### config.mk
export PLATFORM = sky130hd
export DESIGN_NAME = fetch_sequencer
export DESIGN_NICKNAME = d
export VERILOG_FILES = /design/src/rtl/funrv_pkg.sv /design/src/rtl/fetch_sequencer.sv
export SDC_FILE = /design/constraint.sdc
export NUM_CORES = 1
export LEC_CHECK = 0
export ABC_AREA = 0
export ABC_CLOCK_PERIOD_IN_PS = 2500
export CAP_MARGIN = 10
export CORE_ASPECT_RATIO = 1.25
export CORE_MARGIN = 5
export CORE_UTILIZATION = 49
export DETAILED_ROUTE_END_ITERATION = 8
export PLACE_DENSITY = 0.81
export SETUP_SLACK_MARGIN = 0.05
export SYNTH_ARGS = -nofsm -noshare
export SYNTH_HDL_FRONTEND = slang
export SYNTH_SLANG_ARGS = --single-unit
### constraint.sdc
create_clock -name i_clk -period 2.5 [get_ports i_clk]
set_input_delay 0.75 -clock i_clk [delete_from_list [all_inputs] [get_ports i_clk]]
set_output_delay 0.75 -clock i_clk [all_outputs]
set_load 0.01 [all_outputs]
### src/rtl/funrv_pkg.sv
// funrv_pkg: shared fetch state encoding and RV32I constants
package funrv_pkg;
  localparam int XLEN = 32;
  localparam logic [XLEN-1:0] NOP = 32'h0000_0013;
  localparam logic [XLEN-1:0] PC_INC = 32'd4;
  typedef enum logic [2:0] {S_IDLE, S_REQ, S_WAIT, S_HOLD, S_DRAIN} fetch_state_e;
endpackage

### src/rtl/fetch_sequencer.sv
// fetch_sequencer: single-outstanding instruction fetch FSM with held instruction register
// Optional illegal-instruction trap enabled by defining FETCH_TRAP_EN.
module fetch_sequencer
  import funrv_pkg::*;
#(
  parameter logic [XLEN-1:0] RESET_PC = 32'h0000_0000,
  parameter logic [XLEN-1:0] TRAP_VEC = 32'h0000_0010
) (
  input  logic            i_clk,
  input  logic            i_rst,
  output logic            o_imem_req,
  output logic [XLEN-1:0] o_imem_addr,
  input  logic            i_imem_gnt,
  input  logic            i_imem_rvalid,
  input  logic [XLEN-1:0] i_imem_rdata,
  output logic [XLEN-1:0] o_inst,
  output logic [XLEN-1:0] o_inst_pc,
  output logic            o_inst_valid,
  input  logic            i_inst_ready,
  input  logic            i_redirect,
  input  logic [XLEN-1:0] i_redirect_pc,
  input  logic            i_inst_illegal,
  output logic            o_trap
);
  fetch_state_e state_q, state_d;
  logic [XLEN-1:0] pc_q, pc_d, addr_q, addr_d, inst_q, inst_d, inst_pc_q, inst_pc_d;
  logic req_q, req_d, valid_q, valid_d, trap_q, trap_d;
  logic [XLEN-1:0] redir_pc;
  assign redir_pc = i_redirect_pc & ~32'h3;
`ifndef FETCH_TRAP_EN
  logic unused_illegal;
  assign unused_illegal = i_inst_illegal;
`endif
  always_comb begin
    state_d = state_q;
    pc_d = pc_q;
    req_d = req_q;
    addr_d = addr_q;
    inst_d = inst_q;
    inst_pc_d = inst_pc_q;
    valid_d = valid_q;
    trap_d = 1'b0;
    case (state_q)
      S_IDLE: begin
        pc_d = i_redirect ? redir_pc : pc_q;
        state_d = S_REQ;
      end
      S_REQ: begin
        if (i_redirect) begin
          pc_d = redir_pc;
          req_d = 1'b0;
          addr_d = redir_pc;
          state_d = i_imem_gnt ? S_DRAIN : S_IDLE;
        end else if (i_imem_gnt) begin
          req_d = 1'b0;
          state_d = S_WAIT;
        end
      end
      S_WAIT: begin
        if (i_redirect) begin
          pc_d = redir_pc;
          state_d = i_imem_rvalid ? S_REQ : S_DRAIN;
        end else if (i_imem_rvalid) begin
          inst_d = i_imem_rdata;
          inst_pc_d = pc_q;
          valid_d = 1'b1;
          state_d = S_HOLD;
        end
      end
      S_HOLD: begin
        if (i_redirect) begin
          pc_d = redir_pc;
          valid_d = 1'b0;
          state_d = S_REQ;
`ifdef FETCH_TRAP_EN
        end else if (i_inst_illegal) begin
          trap_d = 1'b1;
          pc_d = TRAP_VEC;
          valid_d = 1'b0;
          state_d = S_REQ;
`endif
        end else if (i_inst_ready) begin
          pc_d = pc_q + PC_INC;
          valid_d = 1'b0;
          state_d = S_REQ;
        end
      end
      S_DRAIN: begin
        pc_d = i_redirect ? redir_pc : pc_q;
        state_d = i_imem_rvalid ? S_REQ : S_DRAIN;
      end
      default: state_d = S_IDLE;
    endcase
    // every entry into S_REQ issues the request for the freshly chosen PC
    if (state_d == S_REQ && state_q != S_REQ) begin
      req_d = 1'b1;
      addr_d = pc_d;
    end
  end
  always_ff @(posedge i_clk) begin
    if (i_rst) begin
      state_q <= S_IDLE;
      pc_q <= RESET_PC;
      req_q <= 1'b0;
      addr_q <= RESET_PC;
      inst_q <= NOP;
      inst_pc_q <= RESET_PC;
      valid_q <= 1'b0;
      trap_q <= 1'b0;
    end else begin
      state_q <= state_d;
      pc_q <= pc_d;
      req_q <= req_d;
      addr_q <= addr_d;
      inst_q <= inst_d;
      inst_pc_q <= inst_pc_d;
      valid_q <= valid_d;
      trap_q <= trap_d;
    end
  end
  assign o_imem_req = req_q;
  assign o_imem_addr = addr_q;
  assign o_inst = inst_q;
  assign o_inst_pc = inst_pc_q;
  assign o_inst_valid = valid_q;
  assign o_trap = trap_q;
endmodule

# --- After elaboration in Yosys (flattened, before gate mapping) ---
# Index checks and enable logic that the tools add are counted.
word_totals:
  regBits: 133
  word_cells: 54
op_classes:
  n_addsub: 1
  eq_ne: 9
  mux: 25
  bitwise: 1
  reduce_logical: 11
op_table:
  columns: ["op", "count"]
  rows:
  - ["2-to-1 mux 32 bit", 6]
  - ["one-hot mux 32 bit (2 select lines)", 1]
  - ["adder 32 x 3 -> 32 bit (second input constant)", 1]
  - ["2-to-1 mux 3 bit", 8]
  - ["one-hot mux 3 bit (5 select lines)", 1]
  - ["2-to-1 mux 1 bit", 8]
  - ["equality test 3 x 1 -> 1 bit (second input constant)", 2]
  - ["equality test 3 x 2 -> 1 bit (second input constant)", 2]
  - ["nonzero test 2 bit", 3]
  - ["!= test 2 bit (second input constant)", 2]
  - ["AND reduction 2 bit", 2]
  - ["AND reduction 4 bit", 1]
  - ["OR reduction 4 bit", 1]
  - ["equality test 3 bit (second input constant)", 1]
  - ["zero test 3 bit", 1]
  - ["!= test 3 x 1 -> 1 bit (second input constant)", 1]
  - ["!= test 3 bit (second input constant)", 1]
  - ["AND reduction 3 bit", 1]
  - ["nonzero test 3 bit", 1]
  - ["one-hot mux 1 bit (2 select lines)", 1]
  - ["logical AND 1 bit", 1]
  - ["NOT 1 bit", 1]

# --- Depth between registers and ports, before layout ---
# Gate-level depths: netlist of run 1.
depth:
  depth_word: 7
  ltp_mapped: 9
  ltp_nobuf: 7

# --- Least setup slack after synthesis of run 1 ---
# No wires, ideal clock.
synth_path:
  kind: "in2reg"
  start: "in i_redirect"
  end: "reg inst_q[10], in the netlist o_inst[10]"
  setup_ns: 0.132
  arrival_ns: 2.077
  slack_ns: 0.291
  stages: 8
  cell_sequence: "buf_2 or3b_1 clkbuf_1 or2_1 clkbuf_1 buf_2 nand2_1 a21oi_1"
synth_via:
  elab_chain_cells: 2
synth_lines:
  columns: ["item", "line_no", "text"]
  rows:
  - ["from (decl)", "fetch_sequencer.sv:20", "input logic i_redirect,"]
  - ["NOT 1 bit (no source line)", null, null]
  - ["AND reduction 3 bit (no source line)", null, null]
  - ["to (signal assigned)", "fetch_sequencer.sv:115", "inst_q <= inst_d;"]
  - ["to (decl)", "fetch_sequencer.sv:26", "logic [XLEN-1:0] pc_q, pc_d, addr_q, addr_d, inst_q, inst_d, inst_pc_q, inst_pc_d;"]
# Every way passes these cells.
# A chain may end at the register's enable or synchronous reset.

# --- Worst setup path after layout of run 1 ---
layout_path:
  start: "in i_redirect"
  end: "reg addr_q[10], in the netlist o_imem_addr[10]"
layout_via:
  elab_chain_cells: 6
  word_cells_on_any_way: 13
  cone_classes: "1 x eq/ne; 8 x mux; 4 x reduce/logical"
layout_lines:
  columns: ["item", "line_no", "text"]
  rows:
  - ["2-to-1 mux 3 bit, on equally long branches", "fetch_sequencer.sv:71, fetch_sequencer.sv:49, fetch_sequencer.sv:60", null]
  - ["one-hot mux 3 bit (5 select lines)", "fetch_sequencer.sv:43", "case (state_q)"]
  - ["equality test 3 x 1 -> 1 bit", "fetch_sequencer.sv:95", "if (state_d == S_REQ && state_q != S_REQ) begin"]
  - ["logical AND 1 bit", "fetch_sequencer.sv:95", null]
  - ["nonzero test 2 bit (no source line)", null, null]
  - ["AND reduction 2 bit (no source line)", null, null]
  - ["to (signal assigned)", "fetch_sequencer.sv:114", "addr_q <= addr_d;"]
  - ["to (decl)", "fetch_sequencer.sv:26", null]
# Several ways; a longest one is shown, not always the timed one.

==> reports/metrics.yaml, run 1 <==
clock_network:
  clkLatencyLatePin_ns: 0.42
  h-tree-depth: 4
  cts_root_buf: "clkbuf_16"
  clock-sinks: 133
  cts-buffers-inserted: 17
  cts_buffer_depth: 2
  cts_tree: "done"
  clkTransAtPathRegs_ns: 0.06
layout:
  fin_nets: 1078
  multi_input_comb_area_um2: 3230
  drive_gt1_share_pct: 14.4
  regArea_um2: 2660
  n_fill_cell: 991
  syn_to_final_growth_pct: 46.0
  diodes: 0
synth:
  ys_seq_elements: 133
  syn_avg_cell_area_um2: 7.67
  synth_edf_count: 0
  syn_inst: 809
  synth_cell_types: 71
  synth_async_sr_flop_share_pct: 0
  synth_nets: 881
  syn_area_um2: 6210
  ys_seq_area_share_pct: 42.9
  synth_ff_type: "dfxtp_1"
  ys_warn_count: 0
worst_setup_path:
  crit_type: "in2reg"
  cp_data_required_time_ns: 2.84
  cp.arrival_ns: 2.64
  rrSetupSlack_ns: 0.35
  start_kind: "input port"
  crit_top_cell: "a21oi_1"
  crit_slowest_cell: "or3_1"
  critPathMaxFanout: 7
  crit_chain: "clkdlybuf4s50_1, or3_1, nor4_1, a21oi_1, a21oi_1, o2bb2ai_1"
  cp-end-kind: "flip-flop"
  max_stage_delay_ns: 0.60
power_and_ir_drop:
  power_frac_clock_pct: 44.3
  power_leakage_uw: 0.00334
  p_switching_uw: 1550
  combPwrFrac_pct: 15.8
  ir_drop_v: 0.000374
  p_int_uw: 4310
  powerDensity_nw_per_um2: 647
  pwr-share-seq_pct: 39.9
  swShare_pct: 26.4
sta:
  rsz0062_at_grt: "false"
  setup_violations: 0
  fin_crit_sh_pct: 91.8
  setup_ws_ns: 0.205
  hold_viol: 0
  worst_slew_pin_slew_ns: 0.680
  finalSetupTns_ns: 0
  fin_crit_ns: 2.30
  max_freq_mhz: 436
  finClkSkew_ns: 0.00509
  maxSlewViolCount: 0
  relSlewSlack_pct: 54.6
placement:
  pre_cts_ws_ns: -0.399
  place_hpwl_mm: 15.4
  portBuffers: 165
  gp_congestion: 0.976
global_routing:
  grt_util_all_layers_pct: 27.6
  grt_pass1_wl_mm: 33.7
  antenna_found_initial: 0
  grt-ovfl-total: 0
  grt_pass1_vias: 6740
  grt_max_degree: 41
floorplan:
  die_x_um: 111
  die_area_um2: 15000
  initial_core_util_pct: 49.5
  die_h_um: 136
  io_pins: 170
  design.core.area_um2: 12500
  rows: 46
job:
  maxCapViolations: 0
routing:
  drcViolationCount: 0
  first_pass_iters: 5
  drt_iter0_drc: 621
  avgViaCountPerCell: 5.75
  vias: 6830
  wl_mm: 21.2
  ant_nets: 0
  routedWlPerCell_um: 17.9
status:
  status: "finished clean"
worst_hold_path:
  min_path_type: "reg2reg"
[worst max-delay path, delay by kind of cell]
kind | cells | cell delay (ns)
AO/OA/AOI/OAI | 3 | 0.44
buffers and inverters | 1 | 0.48
AND/OR/NAND/NOR | 2 | 0.96
[synth_stat cells (7+ instances only)]
cell type | number | share of area (%)
o21ai_0 | 21 | 1.7
a22oi_1 | 7 | 0.85
dfxtp_1 | 133 | 43
a21oi_1 | 105 | 8.5
and3_1 | 12 | 1.2
inv_1 | 8 | 0.48
nand3_1 | 18 | 1.5
a211oi_1 | 7 | 0.85
nand2_1 | 219 | 13
a31o_2 | 17 | 2.4
nand4_1 | 9 | 0.91
a31oi_1 | 14 | 1.4
nor2_1 | 59 | 3.6
clkbuf_1 | 27 | 1.6
buf_2 | 32 | 2.6
[worst paths after layout]
path | depth (start not counted) | endpoint | start
setup / recovery | 6 | o_imem_addr[10]$_SDFFE_PP0P_ | i_redirect
hold / removal | 2 | o_inst_pc[1]$_SDFFE_PP0P_ | pc_q[1]$_SDFF_PP0_
setup reg to reg | 6 | o_imem_addr[22]$_SDFFE_PP0P_ | pc_q[2]$_SDFF_PP0_
hold reg to reg | 2 | o_inst_pc[1]$_SDFFE_PP0P_ | pc_q[1]$_SDFF_PP0_
[power groups by stage]
stage	combinational [uW]	sequential [uW]	clock [uW]
final	924	2340	2600
after global routing	997	2350	2720
after CTS	920	2340	2630
after detailed placement	911	2380	0
after global placement	899	2380	0
after floorplan	423	2390	0
[cell families (layout without fill, tap and decap cells)]
kind of cell    Yosys count  count (layout)  share of synthesized area [%]
compound gates          225             225                           23.2
xor+xnor                  8               8                           1.13
fa+ha+maj                 2               2                          0.383
buf+inv                  74             284                           5.38
flops                   133             133                           42.9
mux                       2               2                          0.323
other cells               1               1                         0.0604
simple gates            364             364                           26.7
[stage by stage]
step	std cells	utilization [%]	hold slack [ns]	total power [uW]	cell area, um2
floorplan	809	-	0.427	2810	6210
global placement	1154	67.1	0.437	3280	8420
detailed placement	1154	67.1	0.446	3290	8420
CTS	1186	72.0	0.453	5880	9040
global route	1187	72.2	0.467	6070	9060
finish	1187	72.2	0.451	5860	9060
[area by class of cell]
cell class,instances,share of cell area [%]
clock buffers,19,4.89
clock inverters,13,1.93
inverters,8,0.331
multi-input cells,602,35.7
flip-flops and latches,133,29.4
well taps,168,2.32
repair buffers,244,25.5
[placed cells by master, fill, tap and decap left out, types with 12 or more instances in the layout]
master / synthesis / routed
nor2_1: 59 / 57
dfxtp_1: 133 / 133
clkbuf_16: 0 / 17
a31o_2: 17 / 17
nand3_1: 18 / 17
and3_1: 12 / 12
buf_4: 4 / 75
o21ai_0: 21 / 20
clkdlybuf4s50_1: 0 / 163
a31oi_1: 14 / 14
a21oi_1: 105 / 105
nand2_1: 219 / 219
[flip-flops by register name, indices dropped and copies added (netlist names)]
register / count
pc_q: 32
o_inst: 32
o_imem_addr: 32
o_inst_valid: 1
o_inst_pc: 32
o_imem_req: 1
state_q: 3
[repair_timing]
action | in CTS | in global routing
setup endpoints to repair | 1 | 8
hold buffers | 0 | 0
buffers inserted | 0 | 1
resized for setup | 0 | 5
pin swaps | 1 | 1
[per-layer routing]
layer / vias to the layer above / wire (um) / GRT usage (%)
met5: - / 0 / 0
met4: 0 / 908 / 14.5
met3: 61 / 1350 / 5.52
met2: 311 / 10800 / 49.7
met1: 3237 / 8140 / 30.7
li1: 3221 / - / -
Note: power is estimated with default switching activity, not from simulation.
==> run 2, diff against run 1 <==
GPL_ROUTABILITY_DRIVEN = 0   (was unset)
==> run 2 against run 1 <==
Compared with the run above: flip-flop and latch count stayed put; register-to-register slack worse by 0.17 ns; critical endpoint is now o_imem_addr[12]$_SDFFE_PP0P_; non-clock buffer count is 13 lower; maximum frequency is 1.0% lower; critical path depth stayed put; total power hardly changed; sequential power hardly changed; final cell count is 1.1% lower; via count is 0.15% higher; clock skew is 0.0042 ns higher; combinational power is 2.9% lower; first-iteration DRC count is 9.0% lower.
==> reports/metrics.yaml, run 2 (synthesized netlist as in run 1, its figures left out) <==
routing:
  vias: 6840  # +0.15%
  drcViolationCount: 0  # unchanged
  first_pass_iters: 5  # unchanged
  drt_iter0_drc: 565  # -9.0%
  routedWlPerCell_um: 17.8  # -0.25%
  avgViaCountPerCell: 5.83  # +1.3%
  wl_mm: 20.9  # -1.3%
  ant_nets: 0  # unchanged
floorplan:
  initial_core_util_pct: 49.5  # unchanged
  die_x_um: 111  # unchanged
  io_pins: 170  # unchanged
  rows: 46  # unchanged
  design.core.area_um2: 12500  # unchanged
  die_area_um2: 15000  # unchanged
  die_h_um: 136  # unchanged
worst_setup_path:
  rrSetupSlack_ns: 0.18  # -0.17 ns
  cp_data_required_time_ns: 2.85  # about the same
  crit_start: "state_q[0]$_SDFF_PP0_"
  start_kind: "flip-flop"
  r2r_start: "state_q[0]$_SDFF_PP0_"
  r2r_cells: 6  # unchanged
  r2r-end: "o_imem_addr[12]$_SDFFE_PP0P_"
  cp-end-kind: "flip-flop"
  crit_type: "reg2reg"
  cp.arrival_ns: 2.67  # +0.03 ns
  critPathMaxFanout: 14  # +7
worst_hold_path:
  whs_endpoint: "o_inst_pc[0]$_SDFFE_PP0P_"
  min_path_type: "reg2reg"
  hold_depth: 2  # unchanged
  min-delay-start: "pc_q[0]$_SDFF_PP0_"
layout:
  drive_gt1_share_pct: 13.2  # -1.2 points
  n_fill_cell: 998  # +0.71%
  regArea_um2: 2660  # unchanged
  mostFrequentLayoutCells: "219 x nand2_1, 163 x clkdlybuf4s50_1, 133 x dfxtp_1"
  final_common_cell: "nand2_1"
  syn_to_final_growth_pct: 45.2
  multi_input_comb_area_um2: 3230  # about the same
  fin_util_pct: 71.8  # -0.40 points
  fin_nets: 1065  # -1.2%
  diodes: 0  # unchanged
global_routing:
  grt_pass1_wl_mm: 33.0  # -1.9%
  grt_pass1_vias: 6556  # -2.7%
  grt_util_all_layers_pct: 26.9  # -0.62 points
  grt_max_degree: 57  # +39%
  antenna_found_initial: 0  # unchanged
  grt-ovfl-total: 0  # unchanged
status:
  status: "finished clean"
clock_network:
  cts_root_buf: "clkbuf_16"
  clkLatencyLatePin_ns: 0.42  # about the same
  h-tree-depth: 4  # unchanged
  cts-buffers-inserted: 17  # unchanged
  cts_buffer_depth: 2  # unchanged
  clock-sinks: 133  # unchanged
  post_cts_buffers: 0  # unchanged
  hold_buffers: 0  # unchanged
  cts_tree: "done"
  clkTransAtPathRegs_ns: 0.06  # about the same
placement:
  place_hpwl_mm: 14.8  # -4.3%
  portBuffers: 165  # unchanged
  pre_cts_ws_ns: -0.280  # +0.120 ns
job:
  maxCapViolations: 0  # unchanged
sta:
  rsz0062_at_grt: "false"
  hold_viol: 0  # unchanged
  worst_slew_pin_slew_ns: 0.667  # -0.0126 ns
  fin_crit_ns: 2.32  # +0.0240 ns
  setup_ws_ns: 0.181  # -0.0240 ns
  setup_violations: 0  # unchanged
  max_freq_mhz: 431  # -1.0%
  whs_ns: 0.450  # -0.00126 ns
  maxSlewViolCount: 0  # unchanged
  relSlewSlack_pct: 55.4  # +0.84 points
  finalSetupTns_ns: 0  # unchanged
  fin_crit_sh_pct: 92.8  # +0.96 points
  finClkSkew_ns: 0.00931  # +0.00421 ns
power_and_ir_drop:
  design_power_total_uw: 5860  # about the same
  p_int_uw: 4350  # +0.94%
  powerDensity_nw_per_um2: 651  # +0.60%
  combPwrFrac_pct: 15.3  # -0.5 points
  ir_drop_v: 0.000397  # +6.0%
  power_frac_clock_pct: 44.5  # +0.2 points
  p_switching_uw: 1510  # -2.5%
  swShare_pct: 25.7  # -0.66 points
  power_leakage_uw: 0.00331  # -1.1%
  pwr-share-seq_pct: 40.2  # +0.3 points
-- run 2: cell types whose count changed in the layout (fill, tap and decap cells not counted), moves of 2 or more --
| cell | change |
|---|---|
| clkinvlp_4 | -3 |
| clkinv_4 | -3 |
| clkinv_2 | +2 |
| clkbuf_8 | +2 |
| buf_12 | +4 |
| buf_4 | -17 |
| inv_6 | +2 |
-- run 2: worst max-delay path by stage --
stage	slack, ns	to	depth (start not counted)
finish	0.18	o_imem_addr[12]$_SDFFE_PP0P_	6
global route	0.09	o_imem_addr[4]$_SDFFE_PP0P_	8
CTS	0.06	o_imem_addr[11]$_SDFFE_PP0P_	8
detailed placement	-0.28	o_imem_addr[22]$_SDFFE_PP0P_	6
global placement	-0.26	o_imem_addr[22]$_SDFFE_PP0P_	6
floorplan	0.29	o_inst[10]$_SDFFE_PP0P_	8
-- run 2: per-stage QoR --
stage	instances	area, um2
after floorplan	809	6210
after global placement	1142	8380
after CTS	1174	8990
after global routing	1174	9010
after detailed placement	1142	8380
final	1174	9010
-- run 2: area by class of cell --
| type | count | share of cell area (%) |
|---|---|---|
| inverter | 8 | 0.333 |
| clock buffer | 22 | 5.26 |
| sequential | 133 | 29.6 |
| tap | 168 | 2.33 |
| clock inverter | 10 | 1.58 |
| timing repair buffer | 231 | 25.1 |
| multi-input combinational | 602 | 35.9 |
-- run 2: power groups by stage --
stage | registers (uW) | clock network (uW) | logic [uW]
4_1_cts | 2350 | 2630 | 888
3_3_place_gp | 2390 | 0 | 868
6_report | 2360 | 2610 | 897
2_1_floorplan | 2390 | 0 | 423
3_5_place_dp | 2390 | 0 | 882
5_1_grt | 2370 | 2740 | 961
-- run 2: repair_timing --
action	4_1_cts	5_1_grt
gates resized for setup	0	5
endpoints found under the hold margin	0	0
endpoints found under the setup margin	0	14
-- run 2: worst max-delay path, cell delays in order (launching register included) --
cell and delay, ns:
dfxtp_1 0.64, nand2_1 0.28, or3_1 0.52, buf_4 0.21, nor4_1 0.31, a221oi_1 0.12, a21oi_1 0.16
-- run 2: metal layers --
metal / track usage (%) / part of all wire, % / vias up
met5: 0 / 0 / -
met3: 5.57 / 7.1 / 88
met2: 47.1 / 50 / 363
li1: - / - / 3208
met1: 31.3 / 39 / 3181
met4: 13.8 / 4.3 / 0
==> run 3, diff against run 2 <==
CTS_CLUSTER_SIZE = 25   (was unset)
==> results of run 3 <==
Same layout as run 2: the final DEF is identical, and so are final timing and power.
